<file path="config.mk">
export PLATFORM = sky130hd
export DESIGN_NAME = scan_sequencer
export DESIGN_NICKNAME = d
export VERILOG_FILES = /design/src/rtl/scan_sequencer.sv
export SDC_FILE = /design/constraint.sdc
export NUM_CORES = 1
export LEC_CHECK = 0
export BUFFER_PORTS_ARGS = -buffer_cell sky130_fd_sc_hd__buf_2
export CAP_MARGIN = 15
export CORE_UTILIZATION = 35
export CTS_CLUSTER_SIZE = 12
export DETAILED_ROUTE_END_ITERATION = 10
export PLACE_DENSITY = 0.59
export SYNTH_ARGS = -nofsm -noshare
export SYNTH_HDL_FRONTEND = slang
export SYNTH_SLANG_ARGS = --single-unit
</file>
<file path="constraint.sdc">
create_clock -name clk -period 2.1 [get_ports clk]
set_input_delay 0.315 -clock clk [delete_from_list [all_inputs] [get_ports clk]]
set_output_delay 0.315 -clock clk [all_outputs]
set_load 0.02 [all_outputs]
</file>
<file path="src/rtl/scan_sequencer.sv">
// Select sequencer for a 2-to-4 decoder.
// Walks enabled channels in ascending order with a programmable dwell per channel.
module scan_sequencer #(
    parameter int DWELL_W = 8
) (
    input  logic               clk,
    input  logic               rst,
    input  logic               start,
    input  logic               stop,
    input  logic               mode,
    input  logic [3:0]         mask,
    input  logic [DWELL_W-1:0] dwell,
    output logic               i0,
    output logic               i1,
    output logic               valid,
    output logic               busy,
    output logic               sweep_done
);

    typedef enum logic {
        IDLE = 1'b0,
        SCAN = 1'b1
    } state_t;

    state_t             state, state_n;
    logic [1:0]         sel, sel_n;
    logic [DWELL_W-1:0] cnt, cnt_n;
    logic [DWELL_W-1:0] dwell_q, dwell_q_n;
    logic [3:0]         mask_q, mask_q_n;
    logic               mode_q, mode_q_n;
    logic               done_q, done_n;
    logic               has_next;
    logic [1:0]         next_sel;

    function automatic logic [1:0] lowest(input logic [3:0] m);
        logic [1:0] r;
        r = 2'd0;
        for (int i = 3; i >= 0; i--) begin
            if (m[i]) r = 2'(i);
        end
        return r;
    endfunction

    // Find the next enabled channel strictly above the current select.
    always_comb begin
        has_next = 1'b0;
        next_sel = sel;
        for (int i = 3; i >= 0; i--) begin
            if (mask_q[i] && (i > int'(sel))) begin
                has_next = 1'b1;
                next_sel = 2'(i);
            end
        end
    end

    // Next-state logic: capture on start, dwell counting, channel advance.
    always_comb begin
        state_n   = state;
        sel_n     = sel;
        cnt_n     = cnt;
        dwell_q_n = dwell_q;
        mask_q_n  = mask_q;
        mode_q_n  = mode_q;
        done_n    = 1'b0;
        unique case (state)
            IDLE: begin
                if (start && !stop && (mask != 4'd0)) begin
                    mask_q_n  = mask;
                    dwell_q_n = dwell;
                    mode_q_n  = mode;
                    sel_n     = lowest(mask);
                    cnt_n     = '0;
                    state_n   = SCAN;
                end
            end
            SCAN: begin
                if (stop) begin
                    state_n = IDLE;
                    cnt_n   = '0;
                end else if (cnt < dwell_q) begin
                    cnt_n = cnt + 1'b1;
                end else begin
                    cnt_n = '0;
                    if (has_next) begin
                        sel_n = next_sel;
                    end else begin
                        done_n = 1'b1;
                        if (mode_q) sel_n = lowest(mask_q);
                        else state_n = IDLE;
                    end
                end
            end
        endcase
    end

    // State and output registers.
    always_ff @(posedge clk or posedge rst) begin
        if (rst) begin
            state   <= IDLE;
            sel     <= 2'd0;
            cnt     <= '0;
            dwell_q <= '0;
            mask_q  <= 4'd0;
            mode_q  <= 1'b0;
            done_q  <= 1'b0;
        end else begin
            state   <= state_n;
            sel     <= sel_n;
            cnt     <= cnt_n;
            dwell_q <= dwell_q_n;
            mask_q  <= mask_q_n;
            mode_q  <= mode_q_n;
            done_q  <= done_n;
        end
    end

    assign i0         = sel[0];
    assign i1         = sel[1];
    assign valid      = (state == SCAN);
    assign busy       = (state == SCAN);
    assign sweep_done = done_q;

endmodule
</file>
==> flow_metrics.env, run 1 <==
export IMPL_fmax_mhz=505
export IMPL_clk_pin_slew_ns=0.08
export IMPL_ys_types=35
export IMPL_ir_drop_mv=0.494
export IMPL_reg2reg_from="cnt[2]$_DFFE_PP0P_"
export IMPL_setup_ws_ns=0.118
export IMPL_max_slew_margin_rel=0.713
export IMPL_rr_worst_depth=6
export IMPL_cts_buffers=3
export IMPL_tightest_slew_ns=0.427
export IMPL_cp_cell_sequence="ha_1, a211oi_2, o21ai_1, a211o_1, or3_1, o21ai_0"
export IMPL_yosysTopAreaCell="dfrtp_1"
export IMPL_nNetsFinal=191
export IMPL_cts_max_level=1
export IMPL_start_util=0.372
export IMPL_syn_to_final_growth_pct=15.5
export IMPL_p_total_mw=1.84
export IMPL_drc=0
export IMPL_timing_critical_path_max_delay_family="compound AO/OA/AOI/OAI gates"
export IMPL_avgViaCountPerCell=5.02
export IMPL_gp_congestion=0.827
export IMPL_arrival_ns=2.17
export IMPL_synth_area_leaders="dfrtp_1 45%, ha_1 7.2%, mux2_4 6.5%"
export IMPL_fp_dieW_um=65.1
export IMPL_fin_setup_tns_ns=0
export IMPL_dr_total_vias=1070
export IMPL_fin_crit_sh=0.944
export IMPL_rrSetupSlack_ns=0.12
export IMPL_crit_path_end_kind="flip-flop"
export IMPL_synthFlopType="dfrtp_1"
export IMPL_crit_slowest_cell="dfrtp_1"
export IMPL_synth_edf_count=0
export IMPL_yosysSeqAreaShare=0.449
export IMPL_reg2reg_to="cnt[7]$_DFFE_PP0P_"
export IMPL_ys_warn_count=0
export IMPL_dr_pass1_iters=4
export IMPL_overflow=0
export IMPL_hold_ws_ns=0.0804
export IMPL_layout_commonest_cell="dfrtp_1"
export IMPL_slew_violations=0
export IMPL_cts_tree="done"
export IMPL_min_path_type="in2async"
export IMPL_drv_cap=0
export IMPL_ys_ff_latch=25
export IMPL_grt_max_degree=26
export IMPL_antenna_left=0
export IMPL_syn_num_nets=165
export IMPL_finalSetupViolCount=0
export IMPL_pwr_share_seq=0.437
export IMPL_antennaDiodeCount=0
export IMPL_synth_cells=140
export IMPL_dieArea_mm2=0.00423
export IMPL_max_stage_delay_ns=0.42
export IMPL_critPathBufInv=0
export IMPL_synthesis_area_mm2=0.00139
export IMPL_layout_drive_gt1_share=0.230
export IMPL_crit_type="reg2reg"
export IMPL_coreArea_mm2=0.00374
export IMPL_synth_top_cell_area_share=0.449
export IMPL_switching_power_uw=700
export IMPL_fin_crit_ns=1.98
export IMPL_rows=22
export IMPL_p_int_mw=1.14
export IMPL_fill_cells=395
export IMPL_antenna_found_initial=0
export IMPL_routedWlPerCell_um=13.2
export IMPL_grt_total_usage=0.154
export IMPL_rsz0062_at_grt="no"
export IMPL_cts_root_buf="clkbuf_8"
export IMPL_hold_viol_final=0
export IMPL_first_global_vias=1060
export IMPL_clock_sinks=25
export IMPL_routed_wl_um=2800
export IMPL_start_kind="flip-flop"
export IMPL_cp_startpoint="cnt[2]$_DFFE_PP0P_"
export IMPL_die_h_um=65.1
export IMPL_crit_required_ns=2.29
export IMPL_synth_area_per_cell_um2=9.95
export IMPL_cts_buffer_depth=2
export IMPL_finalClockSkew_ns=0.00443
export IMPL_pre_cts_ws_ns=0.107
export IMPL_final_cell_mix="25 x dfrtp_1, 21 x buf_2, 14 x nand2_1, 14 x o21ai_0, 10 x inv_1"
export IMPL_numPortBuffers=21
export IMPL_ioPinCount=22
export IMPL_power_leakage_nw=0.803
export IMPL_grt_pass1_wl_um=4980
export IMPL_dr_first_iter_drc_count=58
export IMPL_dp_hpwl_um=2170
export IMPL_cp_max_fo=8
export IMPL_status="completed"
export IMPL_powerDensity_mw_per_mm2=1140
export IMPL_power_frac_comb=0.412
export IMPL_async_flop_share=1.00
export IMPL_postLayoutCoreUtil=0.429
export IMPL_clk_latency_ns=0.26
export IMPL_switching_share=0.381
export IMPL_clkPwrFrac=0.151
[power by group through the flow]
stage,logic (mW),clock network [mW],registers (mW)
finish,0.758,0.277,0.802
CTS,0.753,0.293,0.802
detailed placement,0.748,0,0.810
global placement,0.725,0,0.802
floorplan,0.555,0,0.795
global route,0.861,0.309,0.828
[flip-flops by register name, indices dropped and copies added, names as in the netlist]
register and flops:
cnt 8, dwell_q 8, mask_q 4, sel 2
busy 1, mode_q 1, sweep_done 1
[synthesized netlist by cell type (2+ instances only)]
cell / number
ha_1: 8
o21ai_0: 14
mux2_2: 2
nor2b_1: 3
nand3_1: 3
nor2_1: 6
or3_1: 2
mux2_4: 6
nor3b_1: 3
nand2b_1: 5
dfrtp_1: 25
a21oi_1: 8
a211oi_1: 2
nand2_1: 14
and3_1: 3
inv_1: 10
a21o_1: 4
a22o_1: 3
o21bai_1: 2
o31ai_1: 2
[stage by stage]
step,cell area [um^2],instances
4_1_cts,1600,213
5_1_grt,1610,213
3_3_place_gp,1560,209
6_report,1610,213
2_1_floorplan,1390,140
3_5_place_dp,1560,209
[per-layer routing]
metal | share of wire | up-vias | global-route usage
li1 | - | 542 | -
met1 | 0.51 | 508 | 0.226
met2 | 0.44 | 18 | 0.225
met3 | 0.041 | 2 | 0.0440
met4 | 0.0061 | 0 | 0.0245
met5 | 0 | - | 0
[cells by family after synthesis]
family	count (synthesis)	synth area share
fa+ha+maj	8	0.0719
simple gates	44	0.164
xor+xnor	1	0.00629
buf+inv	13	0.0431
mux	8	0.0809
flops	25	0.449
compound gates	41	0.185
[worst register-to-register path: stages, from the launching register on]
cell	delay [ns]
dfrtp_1	0.42
ha_1	0.33
a211oi_2	0.21
o21ai_1	0.13
a211o_1	0.36
or3_1	0.37
o21ai_0	0.08
[how the worst max path moves through the flow]
stage	endpoint	slack [ns]	cells after the start
2_1_floorplan	cnt[7]$_DFFE_PP0P_	0.23	6
6_report	cnt[7]$_DFFE_PP0P_	0.12	6
3_5_place_dp	cnt[7]$_DFFE_PP0P_	0.11	6
3_3_place_gp	cnt[7]$_DFFE_PP0P_	0.15	6
4_1_cts	cnt[7]$_DFFE_PP0P_	0.08	6
5_1_grt	cnt[7]$_DFFE_PP0P_	0.002	6
[what timing repair did]
action | in CTS | in global routing
gates resized for setup | 0 | 1
endpoints found under the setup margin | 0 | 1
setup buffers | 0 | 0
hold buffers | 0 | 0
[area by class of cell]
cell class | instances | area (um^2) | share of cell area
flip-flops and latches | 25 | 626 | 0.389
repair buffers | 24 | 128 | 0.0794
well taps | 48 | 60.1 | 0.0374
multi-input cells | 102 | 712 | 0.443
clock buffers | 4 | 45.0 | 0.0280
inverters | 10 | 37.5 | 0.0233
Note: power is estimated with default switching activity, not from simulation.
==> run 2: changes to the inputs <==
ABC_AREA = 1   (was default)
CORE_UTILIZATION = 39   (was 35)
PLACE_DENSITY = 0.63   (was 0.59)
==> run 2 against run 1 <==
  * Total power decreased by 0.11%
  * Via count up 10%
  * Global-route usage fell by 0.26 points
  * Sequential share of layout area is 1.4 points lower
  * Clock skew increased by 0.0031 ns
  * Critical path depth up 2
  * First-iteration DRC count down 45%
  * Largest power group is now combinational logic
==> flow_metrics.env, run 2 <==
export IMPL_grt_pass1_wl_um=4770
export IMPL_post_cts_setup_buffers=0
export IMPL_antennaDiodeCount=0
export IMPL_rsz0062_at_grt="no"
export IMPL_finalSetupViolCount=0
export IMPL_cts_tree="done"
export IMPL_synth_top_family_by_area="simple AND/OR/NAND/NOR gates"
export IMPL_crit_type="reg2reg"
export IMPL_dr_first_iter_drc_count=32
export IMPL_drv_cap=0
export IMPL_synthAdderAreaFrac=0.0679
export IMPL_numPortBuffers=21
export IMPL_coreArea_mm2=0.00347
export IMPL_dp_hpwl_um=2140
export IMPL_clk_latency_ns=0.27
export IMPL_cts_buffer_depth=2
export IMPL_crit_required_ns=2.26
export IMPL_synth_top_cell_area_share=0.424
export IMPL_cts_max_level=1
export IMPL_synthMuxAreaShare=0
export IMPL_dr_total_vias=1179
export IMPL_largestRegisters="cnt x8, dwell_q x8, mask_q x4"
export IMPL_yosysMostFrequentCell="nand2_1"
export IMPL_postLayoutCoreUtil=0.481
export IMPL_reg2reg_to="sel[0]$_DFFE_PP0P_"
export IMPL_synth_edf_count=0
export IMPL_hold_viol_final=0
export IMPL_antenna_found_initial=0
export IMPL_final_cell_mix="51 x nand2_1, 26 x inv_1, 25 x dfrtp_1"
export IMPL_fmax_mhz=608
export IMPL_synth_xor_area_frac=0.0297
export IMPL_ctsResizeCount=0
export IMPL_holdBufCountCts=0
export IMPL_powerDensity_mw_per_mm2=1100
export IMPL_nNetsFinal=234
export IMPL_ir_drop_mv=0.535
export IMPL_synth_compound_area_frac=0.112
export IMPL_clk_pin_slew_ns=0.09
export IMPL_ioPinCount=22
export IMPL_rr_worst_depth=8
export IMPL_routed_wl_um=2750
export IMPL_overflow=0
export IMPL_arrival_ns=1.80
export IMPL_yosysSeqAreaShare=0.424
export IMPL_start_kind="flip-flop"
export IMPL_drc=0
export IMPL_ys_types=25
export IMPL_slew_violations=0
export IMPL_avgViaCountPerCell=4.64
export IMPL_yosysTopAreaCell="dfrtp_1"
export IMPL_power_leakage_nw=0.894
export IMPL_max_slew_margin_rel=0.779
export IMPL_cts_root_buf="clkbuf_8"
export IMPL_fin_setup_tns_ns=0
export IMPL_p_total_mw=1.84
export IMPL_grt_max_degree=26
export IMPL_syn_to_final_growth_pct=13.2
export IMPL_ys_warn_count=0
export IMPL_fin_crit_ns=1.64
export IMPL_grt_total_usage=0.151
export IMPL_layout_commonest_cell="nand2_1"
export IMPL_min_path_type="in2async"
export IMPL_synth_area_per_cell_um2=8.01
export IMPL_routedWlPerCell_um=10.8
export IMPL_fin_crit_sh=0.783
export IMPL_synthTopCellsByCount="51 x nand2_1, 26 x inv_1, 25 x dfrtp_1, 17 x o21ai_0"
export IMPL_ys_ff_latch=25
export IMPL_synthesis_area_mm2=0.00147
export IMPL_dieArea_mm2=0.00403
export IMPL_fp_dieW_um=63.5
export IMPL_cp_max_fo=6
export IMPL_crit_path_end_kind="flip-flop"
export IMPL_clock_sinks=25
export IMPL_dr_pass1_iters=4
export IMPL_first_global_vias=1068
export IMPL_synth_simple_area_share=0.272
export IMPL_design_area_mm2=0.00167
export IMPL_rows=21
export IMPL_synth_cells=184
export IMPL_reg2reg_from="cnt[5]$_DFFE_PP0P_"
export IMPL_cts_buffers=3
export IMPL_async_flop_share=1.00
export IMPL_tightest_slew_ns=0.331
export IMPL_status="completed"
export IMPL_gp_congestion=0.806
export IMPL_die_h_um=63.5
export IMPL_antenna_left=0
export IMPL_start_util=0.425
export IMPL_postPlaceCellArea_mm2=0.00162
export IMPL_rrSetupSlack_ns=0.46
export IMPL_synth_area_leaders="dfrtp_1 42%, nand2_1 13%, ha_1 6.8%"
export IMPL_syn_num_nets=209
export IMPL_finalClockSkew_ns=0.00753
export IMPL_synthFlopType="dfrtp_1"
export IMPL_layout_drive_gt1_share=0.207
## run 2: changes by cell type after synthesis, sizes merged, moves of 6 or more
cell	previous run	this run
nand3	3	9
o21ai	15	21
mux2	8	0
nand2	14	57
inv	10	29
## run 2: cell type report
cell class | count | area [um^2]
fill | 365 | 1800
clock inverter | 1 | 5.00
multi-input combinational | 127 | 709
tap | 46 | 57.6
sequential | 25 | 626
inverter | 29 | 109
timing repair buffer | 23 | 120
clock buffer | 3 | 41.3
## run 2: worst max-delay path: stages (launching register included)
cell and delay [ns]:
dfrtp_1 0.44, ha_1 0.33, a21oi_1 0.13, o21a_1 0.33, nand2_4 0.08, nand2_2 0.09, nand2_2 0.05, nand2_1 0.05
nand2_1 0.04
## run 2: cell families (layout without fill, tap and decap cells)
kind of cell / Yosys count / after routing
AOI/OAI and AO/OA: 31 / 31
buffers and inverters: 32 / 56
xor gates and xnor gates: 5 / 5
and+or+nand+nor: 83 / 83
DFF: 25 / 25
adders and majority gates: 8 / 8
## run 2: how the worst max path moves through the flow
stage	from	to	slack, ns	cells after the start
finish	cnt[5]$_DFFE_PP0P_	sel[0]$_DFFE_PP0P_	0.46	8
CTS	cnt[5]$_DFFE_PP0P_	sel[0]$_DFFE_PP0P_	0.45	8
global route	cnt[5]$_DFFE_PP0P_	sel[0]$_DFFE_PP0P_	0.34	8
detailed placement	cnt[5]$_DFFE_PP0P_	sel[0]$_DFFE_PP0P_	0.47	8
global placement	cnt[5]$_DFFE_PP0P_	sel[1]$_DFFE_PP0P_	0.51	8
floorplan	cnt[7]$_DFFE_PP0P_	sel[1]$_DFFE_PP0P_	0.60	8
## run 2: report_power, final
part | leakage (nW) | internal [mW] | switching (mW)
sequential | 0.323 | 0.648 | 0.118
clock | 0.0255 | 0.133 | 0.149
combinational | 0.546 | 0.284 | 0.504
## run 2: metrics by stage
stage | hold slack (ns) | cells | setup WS [ns]
2_1_floorplan | 0.342 | 184 | 0.601
3_5_place_dp | 0.383 | 250 | 0.468
3_3_place_gp | 0.382 | 250 | 0.515
6_report | 0.0815 | 254 | 0.456
4_1_cts | 0.0952 | 254 | 0.455
5_1_grt | 0.115 | 254 | 0.336
## run 2: layer usage
metal	global-route usage	share of wire	vias up	routed length (um)
met3	0.0181	0.034	4	94
met4	0.0597	0.015	0	42
met1	0.215	0.51	523	1390
met2	0.231	0.44	19	1220
li1	-	-	633	-
met5	0	0	-	0
==> run 3: changes to the inputs <==
clock period = 1.73 ns   (was 2.1 ns; I/O delays follow)
==> run 3 against run 2 <==
  * Final cell count increased by 2.0%
  * Critical path depth unchanged
  * Combinational power increased by 23%
  * Hold slack got worse by 0.053 ns
  * Maximum frequency increased by 6.5%
  * Register-to-register slack got worse by 0.27 ns
  * Via count increased by 2.0%
  * Clock skew decreased by 0.0052 ns
  * Clock power increased by 19%
  * Worst setup slack got worse by 0.27 ns
  * Global-route usage increased by 1.5 points
  * Critical path type unchanged
  * Critical endpoint unchanged
==> flow_metrics.env, run 3 (synthesis results as in run 2) <==
export IMPL_status="completed"
export IMPL_antenna_found_initial=0
export IMPL_rsz0062_at_grt="no"
export IMPL_clock_sinks=25
export IMPL_timing_critical_path_max_delay_family="compound AO/OA/AOI/OAI gates"
export IMPL_fin_crit_sh=0.893
export IMPL_routedWlPerCell_um=11.4
export IMPL_power_leakage_nw=0.919
export IMPL_p_total_mw=2.23
export IMPL_fp_dieW_um=63.5
export IMPL_routed_wl_um=2940
export IMPL_fin_crit_ns=1.54
export IMPL_antenna_left=0
export IMPL_cts_tree="done"
export IMPL_dieArea_mm2=0.00403
export IMPL_clk_pin_slew_ns=0.08
export IMPL_grt_pass1_wl_um=5130
export IMPL_min_path_type="in2async"
export IMPL_slew_violations=0
export IMPL_largestRegisters="cnt x8, dwell_q x8, mask_q x4"
export IMPL_dr_first_iter_drc_count=43
export IMPL_crit_slowest_cell="dfrtp_1"
export IMPL_cts_buffers=3
export IMPL_fin_setup_tns_ns=0
export IMPL_drc=0
export IMPL_avgViaCountPerCell=4.64
export IMPL_ir_drop_mv=0.750
export IMPL_crit_type="reg2reg"
export IMPL_gp_congestion=0.761
export IMPL_cts_root_buf="clkbuf_8"
export IMPL_finalClockSkew_ns=0.00234
export IMPL_ioPinCount=22
export IMPL_grt_max_degree=26
export IMPL_layout_drive_gt1_share=0.225
export IMPL_final_cell_mix="51 x nand2_1, 26 x inv_1, 25 x dfrtp_1"
export IMPL_start_util=0.425
export IMPL_coreArea_mm2=0.00347
export IMPL_grt_total_usage=0.166
export IMPL_clk_latency_ns=0.26
export IMPL_finalSetupViolCount=0
export IMPL_crit_required_ns=1.89
export IMPL_max_slew_margin_rel=0.783
export IMPL_syn_to_final_growth_pct=15.7
export IMPL_register_area_um2=626
export IMPL_nNetsFinal=239
export IMPL_tightest_slew_ns=0.325
export IMPL_dp_hpwl_um=2280
export IMPL_first_global_vias=1155
export IMPL_drv_cap=0
export IMPL_hold_viol_final=0
export IMPL_layout_commonest_cell="nand2_1"
export IMPL_multi_input_area_um2=711
export IMPL_start_kind="flip-flop"
export IMPL_powerDensity_mw_per_mm2=1310
export IMPL_critPathBufInv=0
export IMPL_cts_buffer_depth=2
export IMPL_rows=21
export IMPL_dr_total_vias=1202
export IMPL_fill_cells=370
export IMPL_cp_cell_sequence="ha_1, a21oi_1, o21a_2, nand2_4, nand2_2, nand2_2, nand2_1, nand2_1"
export IMPL_numPortBuffers=21
export IMPL_cts_max_level=1
export IMPL_fmax_mhz=648
export IMPL_overflow=0
export IMPL_die_h_um=63.5
export IMPL_crit_path_end_kind="flip-flop"
export IMPL_max_stage_delay_ns=0.41
export IMPL_antennaDiodeCount=0
export IMPL_cp_max_fo=6
export IMPL_arrival_ns=1.71
export IMPL_dr_pass1_iters=4
-- run 3: final cells by class --
cell class                 instances  area share
tap                               46      0.0337
multi-input combinational        127       0.417
timing repair buffer              28      0.0924
sequential                        25       0.367
clock buffer                       4      0.0264
inverter                          29      0.0638
-- run 3: per-layer routing --
layer	GRT usage	vias to the layer above	part of all wire
met5	0	-	0
met4	0.0852	0	0.021
met3	0.0217	5	0.023
met2	0.258	20	0.44
met1	0.225	533	0.52
li1	-	644	-
-- run 3: stage by stage --
step                      cell area, um^2  worst slack [ns]   util  hold WS (ns)  instances
after detailed placement             1660            0.0797  0.478         0.333        255
after floorplan                      1470             0.231      -         0.287        184
after global placement               1660             0.141  0.478         0.328        255
after CTS                            1700            0.0748  0.491        0.0356        259
after global routing                 1710            0.0676  0.492        0.0544        259
final                                1710             0.186  0.492        0.0280        259
-- run 3: repair_timing --
item	in CTS	in global routing
setup endpoints to repair	0	3
resized for setup	0	1
hold buffers	0	0
buffers inserted	0	0
hold endpoints to repair	0	0
-- run 3: power breakdown --
group	switching [mW]	internal (mW)
combinational	0.617	0.352
clock	0.170	0.165
sequential	0.141	0.787
-- run 3: worst paths after layout --
| check | from | to | slack, ns | cells after the start |
|---|---|---|---|---|
| worst min-delay path | rst | dwell_q[3]$_DFFE_PP0P_ | 0.03 | 3 |
| worst max-delay path | cnt[7]$_DFFE_PP0P_ | sel[0]$_DFFE_PP0P_ | 0.19 | 8 |
| worst min register to register | dwell_q[0]$_DFFE_PP0P_ | dwell_q[0]$_DFFE_PP0P_ | 0.48 | 2 |
| worst max register to register | cnt[7]$_DFFE_PP0P_ | sel[0]$_DFFE_PP0P_ | 0.19 | 8 |
| max in group asynchronous | rst | cnt[0]$_DFFE_PP0P_ | 1.45 | 3 |
| min in group clk | dwell[0] | dwell_q[0]$_DFFE_PP0P_ | 0.20 | 3 |
-- run 3: worst register-to-register path: cells and delay by family (launching register included) --
| family | cells | cell delay (ns) |
|---|---|---|
| simple gates | 5 | 0.29 |
| flops | 1 | 0.41 |
| fa+ha+maj | 1 | 0.32 |
| compound gates | 2 | 0.41 |
